==> config.mk <==
export PLATFORM = sky130hd
export DESIGN_NAME = sync_gen
export DESIGN_NICKNAME = d
export VERILOG_FILES = /design/src/rtl/sync_gen_pkg.sv /design/src/rtl/sync_gen_interval_decode.sv /design/src/rtl/sync_gen.sv
export SDC_FILE = /design/constraint.sdc
export NUM_CORES = 1
export LEC_CHECK = 0
export ABC_AREA = 1
export BUFFER_PORTS_ARGS = -buffer_cell sky130_fd_sc_hd__buf_2
export CORE_MARGIN = 3
export CORE_UTILIZATION = 45
export DETAILED_ROUTE_END_ITERATION = 7
export HOLD_SLACK_MARGIN = 0.1
export MAX_ROUTING_LAYER = met4
export PLACE_DENSITY = 0.67
export SYNTH_ARGS = -nofsm -noshare
export SYNTH_HDL_FRONTEND = slang
export SYNTH_HIERARCHICAL = 1
export SYNTH_SLANG_ARGS = --single-unit
==> constraint.sdc <==
create_clock -name mclk -period 2.5 [get_ports mclk]
set_clock_uncertainty 0.15 [all_clocks]
set_input_delay 0.5 -clock mclk [delete_from_list [all_inputs] [get_ports mclk]]
set_output_delay 0.5 -clock mclk [all_outputs]
set_load 0.1 [all_outputs]
==> src/rtl/sync_gen_pkg.sv <==
// Shared timing defaults, flag bundle and interval-membership rule for sync_gen.
package sync_pkg;

  localparam int unsigned DEF_HW            = 9;
  localparam int unsigned DEF_VW            = 9;
  localparam int unsigned DEF_H_TOTAL       = 455;
  localparam int unsigned DEF_H_BLANK_START = 0;
  localparam int unsigned DEF_H_BLANK_END   = 80;
  localparam int unsigned DEF_H_SYNC_START  = 32;
  localparam int unsigned DEF_H_SYNC_END    = 64;
  localparam int unsigned DEF_V_TOTAL       = 262;
  localparam int unsigned DEF_V_BLANK_START = 0;
  localparam int unsigned DEF_V_BLANK_END   = 16;
  localparam int unsigned DEF_V_SYNC_START  = 4;
  localparam int unsigned DEF_V_SYNC_END    = 8;

  // Registered decode flags; sync is stored already active-low.
  typedef struct packed {
    logic hblank;
    logic vblank;
    logic hsync_n;
    logic vsync_n;
    logic line_end;
    logic frame_end;
  } sync_flags_t;

  // START<END: plain range; START>END: range wraps through zero; equal: never active.
  function automatic logic in_interval(input int unsigned cnt,
                                       input int unsigned start_v,
                                       input int unsigned end_v);
    logic r;
    if (start_v < end_v)
      r = (cnt >= start_v) && (cnt < end_v);
    else if (start_v > end_v)
      r = (cnt >= start_v) || (cnt < end_v);
    else
      r = 1'b0;
    return r;
  endfunction

  // True when a counter of width w can represent every value 0..total-1.
  function automatic logic fits(input int unsigned total, input int unsigned w);
    return (64'(total) <= (64'(1) << w));
  endfunction

endpackage

==> src/rtl/sync_gen_interval_decode.sv <==
// Combinational membership test of a counter value against one [START,END) interval.
module interval_decode
  import sync_pkg::*;
#(
  parameter int unsigned W     = 9,
  parameter int unsigned START = 0,
  parameter int unsigned END   = 0
) (
  input  logic [W-1:0] cnt,
  output logic         active
);

  assign active = in_interval(32'(cnt), START, END);

endmodule

==> src/rtl/sync_gen.sv <==
// Horizontal/vertical raster counters with registered blank, sync and end-of-line/frame flags.
module sync_gen
  import sync_pkg::*;
#(
  parameter int unsigned HW            = DEF_HW,
  parameter int unsigned VW            = DEF_VW,
  parameter int unsigned H_TOTAL       = DEF_H_TOTAL,
  parameter int unsigned H_BLANK_START = DEF_H_BLANK_START,
  parameter int unsigned H_BLANK_END   = DEF_H_BLANK_END,
  parameter int unsigned H_SYNC_START  = DEF_H_SYNC_START,
  parameter int unsigned H_SYNC_END    = DEF_H_SYNC_END,
  parameter int unsigned V_TOTAL       = DEF_V_TOTAL,
  parameter int unsigned V_BLANK_START = DEF_V_BLANK_START,
  parameter int unsigned V_BLANK_END   = DEF_V_BLANK_END,
  parameter int unsigned V_SYNC_START  = DEF_V_SYNC_START,
  parameter int unsigned V_SYNC_END    = DEF_V_SYNC_END
) (
  input  logic          mclk,
  input  logic          _reset,
  input  logic          ce,
  output logic [HW-1:0] hcnt,
  output logic [VW-1:0] vcnt,
  output logic          hblank,
  output logic          _hblank,
  output logic          vblank,
  output logic          _vblank,
  output logic          _hsync,
  output logic          _vsync,
  output logic          line_end,
  output logic          frame_end
);

  if (H_TOTAL == 0 || V_TOTAL == 0 ||
      !fits(H_TOTAL, HW) || !fits(V_TOTAL, VW) ||
      H_BLANK_START > H_TOTAL || H_BLANK_END > H_TOTAL ||
      H_SYNC_START  > H_TOTAL || H_SYNC_END  > H_TOTAL ||
      V_BLANK_START > V_TOTAL || V_BLANK_END > V_TOTAL ||
      V_SYNC_START  > V_TOTAL || V_SYNC_END  > V_TOTAL) begin : g_param_check
    $error("sync_gen: timing parameters exceed counter width or line/frame totals");
  end

  localparam logic [HW-1:0] H_LAST = HW'(H_TOTAL - 1);
  localparam logic [VW-1:0] V_LAST = VW'(V_TOTAL - 1);

  // Decode of position (0,0), loaded while reset is held.
  localparam sync_flags_t RST_FLAGS = '{
    hblank:    in_interval(0, H_BLANK_START, H_BLANK_END),
    vblank:    in_interval(0, V_BLANK_START, V_BLANK_END),
    hsync_n:   !in_interval(0, H_SYNC_START, H_SYNC_END),
    vsync_n:   !in_interval(0, V_SYNC_START, V_SYNC_END),
    line_end:  (H_TOTAL == 1),
    frame_end: (H_TOTAL == 1) && (V_TOTAL == 1)
  };

  logic [HW-1:0] h_next;
  logic [VW-1:0] v_next;
  logic          h_last;
  logic          v_last;
  logic          hb_d;
  logic          hs_d;
  logic          vb_d;
  logic          vs_d;
  sync_flags_t   flags;
  sync_flags_t   flags_next;

  assign h_last = (hcnt == H_LAST);
  assign v_last = (vcnt == V_LAST);

  // Next raster position: hold without ce, vertical steps only on the horizontal wrap.
  always_comb begin
    h_next = hcnt;
    v_next = vcnt;
    if (ce) begin
      if (h_last) begin
        h_next = '0;
        v_next = v_last ? '0 : vcnt + VW'(1);
      end else begin
        h_next = hcnt + HW'(1);
      end
    end
  end

  // Flags are decoded from the next position so the registered flags line up with the counters.
  interval_decode #(.W(HW), .START(H_BLANK_START), .END(H_BLANK_END))
    u_hblank (.cnt(h_next), .active(hb_d));
  interval_decode #(.W(HW), .START(H_SYNC_START),  .END(H_SYNC_END))
    u_hsync  (.cnt(h_next), .active(hs_d));
  interval_decode #(.W(VW), .START(V_BLANK_START), .END(V_BLANK_END))
    u_vblank (.cnt(v_next), .active(vb_d));
  interval_decode #(.W(VW), .START(V_SYNC_START),  .END(V_SYNC_END))
    u_vsync  (.cnt(v_next), .active(vs_d));

  // Assemble the flag word that will accompany the next position.
  always_comb begin
    flags_next           = RST_FLAGS;
    flags_next.hblank    = hb_d;
    flags_next.vblank    = vb_d;
    flags_next.hsync_n   = ~hs_d;
    flags_next.vsync_n   = ~vs_d;
    flags_next.line_end  = (h_next == H_LAST);
    flags_next.frame_end = (h_next == H_LAST) && (v_next == V_LAST);
  end

  // Counter and flag registers; with ce low the next values equal the current ones.
  always_ff @(posedge mclk or negedge _reset) begin
    if (!_reset) begin
      hcnt  <= '0;
      vcnt  <= '0;
      flags <= RST_FLAGS;
    end else begin
      hcnt  <= h_next;
      vcnt  <= v_next;
      flags <= flags_next;
    end
  end

  assign hblank    = flags.hblank;
  assign _hblank   = ~flags.hblank;
  assign vblank    = flags.vblank;
  assign _vblank   = ~flags.vblank;
  assign _hsync    = flags.hsync_n;
  assign _vsync    = flags.vsync_n;
  assign line_end  = flags.line_end;
  assign frame_end = flags.frame_end;

endmodule

==> metrics, run 1 <==
worst hold path stage count 2; Max Slew Vio Count 0; Final Total Pwr 1620 uW; clock group share of total power 17.6%; Filler Cell Count 340; Worst R2R Setup Slack roughly 0.41 ns; number of antenna violations at the first check in global routing 0; unrepaired setup endpoints after global routing no; internal portion of total power 750 uW; number of unique standard cell types used by synthesis 26; sequential area share after synthesis 40.8%; Top Ports 29; number of buffers inserted by post-CTS setup repair 0; area added between synthesis and finish 16.1%; share of the clock period used by the worst path a little over four fifths; total inserted antenna cells 0; clock tree from TritonCTS done; antenna-violating nets left 0; vertical die dimension 63.4 microns; Worst Tran Pin Value about 0.5 ns; clock root buffer clkbuf_4; nature of the critical path endpoint register; routability congestion estimate from global placement 0.882; average wire length per cell after detail routing approximately 11 microns; dpl hpwl roughly 2500 microns; die area 0.00402 sq mm; Max clock buf depth 2; number of synthesized flops with an enable pin 0; cell-by-cell trace of the critical path inv_1 -> ha_1 -> inv_1 -> nor2_1 -> nand2_1 -> nor2_1 -> nand3_1 -> o21ai_0 -> nor2_1 -> nor2_1 -> nand2_1 -> nor2_1 -> inv_1; LEAKAGE about 0.00093 uW; vias per cell about 4.6; Top cell by count, worst path nor2_1; number of global-route vias before repair between 1000 and 1500; Final TNS setup 0 ns; Worst Path Max Fanout 5; htree depth 1; power per unit of standard cell area about 940 mW/mm^2; Worst Hold Launch vcnt[1]; insertion delay to the later sink of the worst-skew pair around 0.32 ns; final routed DRC violation total 0; pin count of the biggest net entering global routing 25; critical path launch point vcnt[1]; Overflow after GRT 0; VDD IR max around 280 uV; origin of the critical flop-to-flop path vcnt[1]; worst reg2reg path endpoint _vsync; sw power slightly below 900 uW; most frequent cell after synthesis nand2_1; setup violation total in the final timing report 0; type of the worst setup path register to register; fraction of final layout cells sized beyond drive strength 1 about a fifth; startpoint types register; Clock Pin Slew Worst Setup and Hold Paths 0.14 ns; worst path arrival time 2.21 ns; number of buffers created by CTS 3; count of buffer and inverter cells on the critical path 3; outcome completed; Period minus WS final roughly 2.1 ns; Core Rows 20; top_reg_cell synth dfrtp_1; Syn Std Cell Area roughly 0.0015 sq mm; synthesized area per cell just under 7 sq um; CP Depth 13; Syn. warnings 6; maximum cell stage delay along the critical path between 0.4 and 0.5 ns; DR iter-0 viols between 60 and 70; first-pass GRT wire length roughly 5700 microns; Clock Sink Count 24; drt first pass iters 4; maximum frequency from static timing analysis roughly 480 MHz; routed wire length around 3300 microns; count of maximum capacitance violations 0; cell type with the largest total area after synthesis dfrtp_1; depth of the worst register-to-register path 13; final design utilization a little under three fifths; FF+latch count, synth 24; Buffers on Ports 28; Core Box Area around 0.0031 sq mm; net count after synthesis ~220; Relative slew margins 66.0%; part of the power in combinational logic between 40% and 50%; starting density of the core 47.8%; Min-Delay Path Class register to register; power share of the sequential group between 30% and 40%; CP top delay family simple AND/OR/NAND/NOR gates; area share of the largest cell type after synthesis ~34%; hold-critical path endpoint vcnt[1]; number of nets at the end of the flow 256; post-synthesis instance total between 200 and 250; critical path's slowest cell dfrtp_1; async set-or-reset flop fraction in the synthesized netlist 100%; top cells by count, synth 59 x nand2_1, 46 x inv_1, 35 x nor2_1; Final Hold Vio Count 0; die width about 63 microns; Sw Share 53.7%; via count approximately 1400; required time at the worst-slack endpoint around 2.6 ns; main area contributors after synthesis dfrtp_1 34%, nand2_1 15%, inv_1 12%; overall global routing resource usage between 10% and 20%
[power by group through the flow]
stage	clock [uW]	sequential, uW	combinational [uW]
6_report	286	529	806
5_1_grt	312	542	857
4_1_cts	292	529	812
3_5_place_dp	0	536	809
3_3_place_gp	0	535	809
2_1_floorplan	0	982	230
[flip-flops by register name, indices dropped and copies added (netlist names)]
signal,cells
hcnt,9
vcnt,9
_hsync,1
_vsync,1
frame_end,1
hblank,1
line_end,1
vblank,1
[cell usage in the layout, fill, tap and decap left out, types with 2 or more instances in the layout]
cell / n
nand2_1: 59
o21ai_0: 10
dfstp_2: 4
nand4_1: 4
nand2_2: 2
nor2_1: 35
dfrtp_1: 20
clkbuf_4: 3
nor2_2: 3
ha_1: 4
inv_1: 46
nand3_1: 14
buf_2: 28
inv_2: 2
[cells by family (layout without fill, tap and decap cells)]
| logic type | count (synthesis) | count (layout) | share of synthesized area [%] |
|---|---|---|---|
| AND/OR/NAND/NOR | 124 | 124 | 36.5 |
| buffers and inverters | 50 | 81 | 13.4 |
| flip-flops | 24 | 24 | 40.8 |
| AO/OA/AOI/OAI | 13 | 13 | 4.72 |
| adder cells (fa/ha/maj) | 4 | 4 | 3.37 |
| XOR/XNOR | 2 | 2 | 1.18 |
[what timing repair did]
item	in CTS	in global routing
hold buffers	1	0
endpoints found under the setup margin	0	0
resized for setup	0	0
endpoints found under the hold margin	20	0
[area by class of cell]
class	instances	area, sq um	area share, %
clock inverters	1	30.0	1.74
inverters	48	180	10.5
clock buffers	3	22.5	1.31
flip-flops and latches	24	606	35.1
well taps	44	55.1	3.20
repair buffers	29	150	8.71
multi-input cells	143	679	39.4
[worst max path at each step]
stage	slack, ns	end
final	0.41	_vsync
after global routing	0.20	_vsync
after CTS	0.44	_vsync
after detailed placement	0.44	_vsync
after global placement	0.45	_vsync
after floorplan	0.03	_vsync
[per-layer routing]
metal	vias to the layer above	track usage [%]	wire length (microns)
li1	708	-	-
met3	4	1.78	104
met1	614	22.9	1530
met5	-	-	0
met4	0	6.20	33
met2	27	30.6	1590
[metrics by stage]
| step | hold slack, ns | cells | cell area [sq um] | setup WS (ns) |
|---|---|---|---|---|
| 6_report | 0.471 | 292 | 1720 | 0.409 |
| 5_1_grt | 0.510 | 292 | 1720 | 0.202 |
| 4_1_cts | 0.466 | 292 | 1720 | 0.441 |
| 3_5_place_dp | 0.355 | 287 | 1660 | 0.445 |
| 3_3_place_gp | 0.357 | 287 | 1660 | 0.447 |
| 2_1_floorplan | 0.0544 | 217 | 1480 | 0.0290 |
[tightest hold or removal path, cell delays in order, from the launching register on]
cell     delay (ns)
dfrtp_1        0.44
nand2_1        0.09
nand2_2        0.07
Note: power is estimated with default switching activity, not from simulation.
==> run 2: changes to the inputs <==
--- a/config.mk
+++ b/config.mk
@@ -12,7 +12,7 @@
 export DETAILED_ROUTE_END_ITERATION = 7
 export HOLD_SLACK_MARGIN = 0.1
 export MAX_ROUTING_LAYER = met4
-export PLACE_DENSITY = 0.67
+export PLACE_DENSITY = 0.7
 export SYNTH_ARGS = -nofsm -noshare
 export SYNTH_HDL_FRONTEND = slang
 export SYNTH_HIERARCHICAL = 1
==> constraint.sdc (replaced) <==
create_clock -name mclk -period 1.9 [get_ports mclk]
set_clock_uncertainty 0.15 [all_clocks]
set_input_delay 0.38 -clock mclk [delete_from_list [all_inputs] [get_ports mclk]]
set_output_delay 0.38 -clock mclk [all_outputs]
set_load 0.1 [all_outputs]
==> run 2 against run 1 <==
The run now ends with negative setup slack left. Highest routed layer unchanged. Sequential power up 39%. Non-clock buffer count up 22. Routed wire length up 16%. Flip-flop and latch count unchanged. Worst setup slack worse by 0.49 ns. Cell area up 23%. Core utilization up 13 points. Largest cell class unchanged. Die area unchanged. Clock power up 32%.
==> metrics, run 2 (same netlist as run 1, synthesis figures left out) <==
CP top delay family simple AND/OR/NAND/NOR gates; setup violation total in the final timing report 4 (+4); Clock Pin Slew Worst Setup and Hold Paths 0.14 ns (about the same); number of nets at the end of the flow 279 (+9.0%); htree depth 1 (unchanged); final routed DRC violation total 0 (unchanged); Top Ports 29 (unchanged); outcome finished, violations left; required time at the worst-slack endpoint 2.02 ns (-0.60 ns); Overflow after GRT 0 (unchanged); Period minus WS final 1.98 ns (-0.113 ns); startpoint types register; vias per cell 4.69 (+1.2%); Min-Delay Path Class primary input to register; average wire length per cell after detail routing 12.0 microns (+7.5%); Max clock buf depth 2 (unchanged); count of buffer and inverter cells on the critical path 3 (unchanged); Worst Path Max Fanout 3 (-2); maximum cell stage delay along the critical path 0.46 ns (about the same); first-pass GRT wire length 5980 microns (+5.6%); share of the clock period used by the worst path 104% (+20 points); Final TNS setup -0.187 ns (-0.187 ns); VDD IR max 439 uV (+57%); area added between synthesis and finish 42.2%; overall global routing resource usage 19.2% (+0.94 points); vertical die dimension 63.4 microns (unchanged); DR iter-0 viols 103 (+61%); dpl hpwl 2630 microns (+3.3%); pin count of the biggest net entering global routing 25 (unchanged); Buffers on Ports 28 (unchanged); largest registers hcnt (9), vcnt (9); unrepaired setup endpoints after global routing yes; highest-count cells in the layout ignoring fill and taps 53 x nand2_1, 39 x inv_1, 27 x buf_2; Max Slew Vio Count 0 (unchanged); number of global-route vias before repair 1321 (+0.38%); routability congestion estimate from global placement 0.934 (+5.9%); starting density of the core 47.8% (unchanged); number of placed instances with taps included 301 (+4.9%); via count 1477 (+9.2%); insertion delay to the later sink of the worst-skew pair 0.32 ns (about the same); Core Rows 20 (unchanged); routed wire length 3780 microns (+16%); cell-by-cell trace of the critical path buf_4 -> buf_6 -> ha_4 -> nand4_1 -> or2_2 -> nand2_1 -> inv_1 -> nor2_1 -> and2_4 -> nand3_2 -> nor2_2; critical path's slowest cell dfrtp_4; Filler Cell Count 282 (-17%); Layout Cells excl Fill 315 (+7.9%); commonest non-fill, non-tap cell in the layout nand2_1; fraction of final layout cells sized beyond drive strength 1 46.5% (+28 points); antenna-violating nets left 0 (unchanged); worst hold slack after final layout 0.267 ns (-0.204 ns); Final Hold Vio Count 0 (unchanged); clock root buffer clkbuf_4; LEAKAGE 0.00103 uW (+11%); Core Box Area 0.00310 sq mm (unchanged); type of the worst setup path register to register; Design Area, Final 0.00211 sq mm (+23%); drt first pass iters 4 (unchanged); worst path arrival time 2.10 ns (-0.11 ns); total inserted antenna cells 0 (unchanged); number of antenna violations at the first check in global routing 0 (unchanged); placement-stage cell area 0.00184 sq mm (+11%); die width 63.4 microns (unchanged); Clock Sink Count 24 (unchanged); violations in the final reports negative setup slack; nature of the critical path endpoint register; crit path setup slack, layout -0.0771 ns (-0.487 ns); Relative slew margins 63.8% (-2.2 points); clock tree from TritonCTS done; Worst Tran Pin Value 0.543 ns (+0.0325 ns); maximum frequency from static timing analysis 506 MHz (+5.7%); number of buffers created by CTS 3 (unchanged); die area 0.00402 sq mm (unchanged); power per unit of standard cell area 1100 mW/mm^2 (+17%); count of maximum capacitance violations 0 (unchanged)
-- run 2: cell count changes in the layout (fill, tap and decap cells not counted), moves of 7 or more --
cell / delta
nor2_2: +8
inv_1: -7
nor2_1: -11
buf_4: +21
dfrtp_1: -17
dfrtp_2: +11
-- run 2: final timing paths --
kind	cells past startpoint	slack [ns]	endpoint	start
max	11	-0.08	frame_end	hcnt[0]
min	2	0.27	hcnt[0]	ce
max reg2reg	11	-0.08	frame_end	hcnt[0]
min reg2reg	3	0.52	hcnt[6]	hcnt[6]
max in group asynchronous	2	0.79	vcnt[1]	_reset
min in group asynchronous	2	0.40	hcnt[4]	_reset
-- run 2: layout make-up --
cell class                 instances  area [sq um]  share of cell area (%)
clock buffer                       3          22.5                    1.07
clock inverter                     1          30.0                    1.42
inverter                          48           185                    8.77
multi-input combinational        144           851                    40.3
sequential                        24           642                    30.4
tap                               44          55.1                    2.61
timing repair buffer              51           325                    15.4
-- run 2: per-layer routing --
| layer | routed length [microns] | up-vias | share of wire [%] | track usage [%] |
|---|---|---|---|---|
| met3 | 160 | 11 | 4.2 | 2.14 |
| met5 | 0 | - | 0 | - |
| met4 | 71 | 0 | 1.9 | 8.36 |
| met1 | 1670 | 670 | 44 | 25.1 |
| met2 | 1870 | 38 | 50 | 30.0 |
| li1 | - | 758 | - | - |
-- run 2: timing repair --
action                                  CTS  global route
buffers inserted                          3             6
gates resized for setup                   9            34
hold endpoints to repair                 20             0
hold buffers                              1             0
pin swaps                                 5            23
cloned                                    1             0
endpoints found under the setup margin    6            10
-- run 2: stage by stage --
| step | util (%) | power, uW | setup slack, ns |
|---|---|---|---|
| after detailed placement | 59.2 | 1860 | -0.0829 |
| after floorplan | - | 1650 | -0.108 |
| after CTS | 63.4 | 2260 | -0.0323 |
| after global placement | 59.2 | 1850 | -0.0969 |
| final | 68.0 | 2330 | -0.0771 |
| after global routing | 68.0 | 2460 | -0.244 |
-- run 2: where the power goes --
group / switching [uW] / internal [uW]
combinational: 951 / 264
clock: 163 / 213
sequential: 109 / 628
total: 1220 / 1110
==> run 3: changes to the inputs <==
--- a/config.mk
+++ b/config.mk
@@ -6,13 +6,15 @@
 export NUM_CORES = 1
 export LEC_CHECK = 0
 export ABC_AREA = 1
-export BUFFER_PORTS_ARGS = -buffer_cell sky130_fd_sc_hd__buf_2
+export BUFFER_PORTS_ARGS = -buffer_cell sky130_fd_sc_hd__clkbuf_2
+export CELL_PAD_IN_SITES_DETAIL_PLACEMENT = 1
+export CELL_PAD_IN_SITES_GLOBAL_PLACEMENT = 2
 export CORE_MARGIN = 3
-export CORE_UTILIZATION = 45
+export CORE_UTILIZATION = 27
 export DETAILED_ROUTE_END_ITERATION = 7
 export HOLD_SLACK_MARGIN = 0.1
 export MAX_ROUTING_LAYER = met4
-export PLACE_DENSITY = 0.7
+export PLACE_DENSITY_LB_ADDON = 0.1
 export SYNTH_ARGS = -nofsm -noshare
 export SYNTH_HDL_FRONTEND = slang
 export SYNTH_HIERARCHICAL = 1
==> run 3 against run 2 <==
The run still ends with negative setup slack left. Sequential power decreased by 5.3%. Combinational power increased by 8%. Flip-flop and latch count unchanged. Hold slack improved by 0.13 ns. Largest power group unchanged.
==> metrics, run 3 (same netlist as run 1, synthesis figures left out) <==
placement-stage cell area 0.00198 sq mm (+8.0%); type of the worst setup path register to register; vertical die dimension 80.1 microns (+26%); part of the power in combinational logic 53.2% (+1.0 points); routed wire length 4570 microns (+21%); required time at the worst-slack endpoint 1.96 ns (-0.06 ns); starting density of the core 28.5% (-19 points); Worst Tran Pin Value 0.634 ns (+0.0912 ns); Max clock buf depth 2 (unchanged); highest-count cells in the layout ignoring fill and taps 56 x nand2_1, 40 x inv_1, 40 x buf_4; Min-Delay Path Class primary input to register; number of nets at the end of the flow 293 (+5.0%); Core Rows 26 (+30%); insertion delay to the later sink of the worst-skew pair 0.27 ns (-0.05 ns); outcome finished, violations left; share of the clock period used by the worst path 107% (+2.8 points); Core Box Area 0.00520 sq mm (+68%); die area 0.00642 sq mm (+60%); setup violation total in the final timing report 6 (+2); number of buffers created by CTS 3 (unchanged); Max Slew Vio Count 0 (unchanged); routability congestion estimate from global placement 0.785 (-16%); Worst R2R Setup Slack -0.13 ns (-0.05 ns); violations in the final reports negative setup slack; unrepaired setup endpoints after global routing yes; power per unit of standard cell area 1110 mW/mm^2 (+0.33%); DR iter-0 viols 51 (-50%); maximum frequency from static timing analysis 493 MHz (-2.6%); largest registers hcnt (9), vcnt (9); count of maximum capacitance violations 0 (unchanged); Worst Setup Slack post-DPL -0.147 ns (-0.0638 ns); worst path arrival time 2.10 ns (about the same); average wire length per cell after detail routing 12.9 microns (+7.4%); sw power 1250 uW (+1.7%); clock tree from TritonCTS done; Buffers on Ports 28 (unchanged); fraction of final layout cells sized beyond drive strength 1 44.6% (-1.9 points); internal portion of total power 1230 uW (+11%); Final Hold Vio Count 0 (unchanged); number of antenna violations at the first check in global routing 0 (unchanged); vias per cell 4.23 (-9.8%); number of placed instances with taps included 341 (+13%); first-pass GRT wire length 7700 microns (+29%); Worst Path Max Fanout 3 (unchanged); power share of the sequential group 28.2% (-3.5 points); number of global-route vias before repair 1618 (+22%); area added between synthesis and finish 50.7%; pin count of the biggest net entering global routing 25 (unchanged); Period minus WS final 2.03 ns (+0.0531 ns); total inserted antenna cells 0 (unchanged); Relative slew margins 57.7% (-6.1 points); startpoint types register; Sw Share 50.3% (-2.3 points); Layout Cells excl Fill 355 (+13%); dpl hpwl 3640 microns (+38%); final routed DRC violation total 0 (unchanged); die width 80.1 microns (+26%); Final TNS setup -0.464 ns (-0.277 ns); overall global routing resource usage 15.9% (-3.2 points); VDD IR max 606 uV (+38%); Clock Sink Count 24 (unchanged); Clock Pin Slew Worst Setup and Hold Paths 0.09 ns (-0.05 ns); nature of the critical path endpoint register; htree depth 1 (unchanged); clock root buffer clkbuf_8; clock group share of total power 18.6% (+2.4 points); Design Area, Final 0.00224 sq mm (+5.9%); commonest non-fill, non-tap cell in the layout nand2_1; Overflow after GRT 0 (unchanged); drt first pass iters 4 (unchanged); antenna-violating nets left 0 (unchanged); Top Ports 29 (unchanged); LEAKAGE 0.00113 uW (+9.7%); via count 1502 (+1.7%); crit path setup slack, layout -0.130 ns (-0.0531 ns)
run 3: per-layer routing:
metal / wire, microns / global-route usage [%] / part of all wire [%] / vias up
li1: - / - / - / 781
met1: 2080 / 19.4 / 45 / 700
met2: 2360 / 28.3 / 52 / 17
met3: 92 / 1.79 / 2.0 / 4
met4: 36 / 3.55 / 0.79 / 0
met5: 0 / - / 0 / -
run 3: layout make-up:
| type | count | area (sq um) |
|---|---|---|
| clock buffers | 3 | 41.3 |
| clock inverters | 1 | 30.0 |
| fillers | 670 | 2970 |
| inverters | 48 | 188 |
| multi-input cells | 143 | 806 |
| flip-flops and latches | 24 | 642 |
| well taps | 70 | 87.6 |
| repair buffers | 66 | 442 |
run 3: what timing repair did:
item | in CTS | in global routing
hold buffers | 1 | 0
gates resized for setup | 16 | 11
pin swaps | 12 | 6
cloned | 0 | 0
buffers inserted | 7 | 2
endpoints found under the hold margin | 20 | 0
setup endpoints to repair | 6 | 8
run 3: path summary, 6_finish.rpt:
check                         from       to  cells after the start
max                        hcnt[0]   _vsync                     15
min                             ce  hcnt[0]                      3
max reg2reg                hcnt[0]   _vsync                     15
min reg2reg                hcnt[8]  hcnt[8]                      3
max in group asynchronous   _reset  vcnt[1]                      2
min in group asynchronous   _reset  hcnt[1]                      2
run 3: per-stage QoR:
stage                     power [uW]  utilization (%)  hold slack (ns)
after floorplan                 1650                -          -0.0656
after global placement          1990             38.1            0.289
after detailed placement        2000             38.1            0.280
after CTS                       2500             41.6            0.386
after global routing            2630             43.0            0.433
final                           2480             43.0            0.400
run 3: power by group through the flow:
stage / logic [uW] / clock network [uW] / registers (uW)
global route: 1420 / 494 / 718
CTS: 1310 / 480 / 701
floorplan: 317 / 0 / 1330
detailed placement: 1280 / 0 / 712
global placement: 1280 / 0 / 707
finish: 1320 / 461 / 698
run 3: critical path, cell delays in order, from the launching register on:
cell	delay [ns]
dfrtp_4	0.50
inv_4	0.07
ha_4	0.14
nand2_4	0.05
nor2_4	0.11
buf_4	0.13
nand3_1	0.09
nor2_1	0.10
nor2_1	0.05
nor2_1	0.08
buf_4	0.13
inv_1	0.06
nor2_1	0.08
nand2_1	0.06
nor2_1	0.12
inv_1	0.05
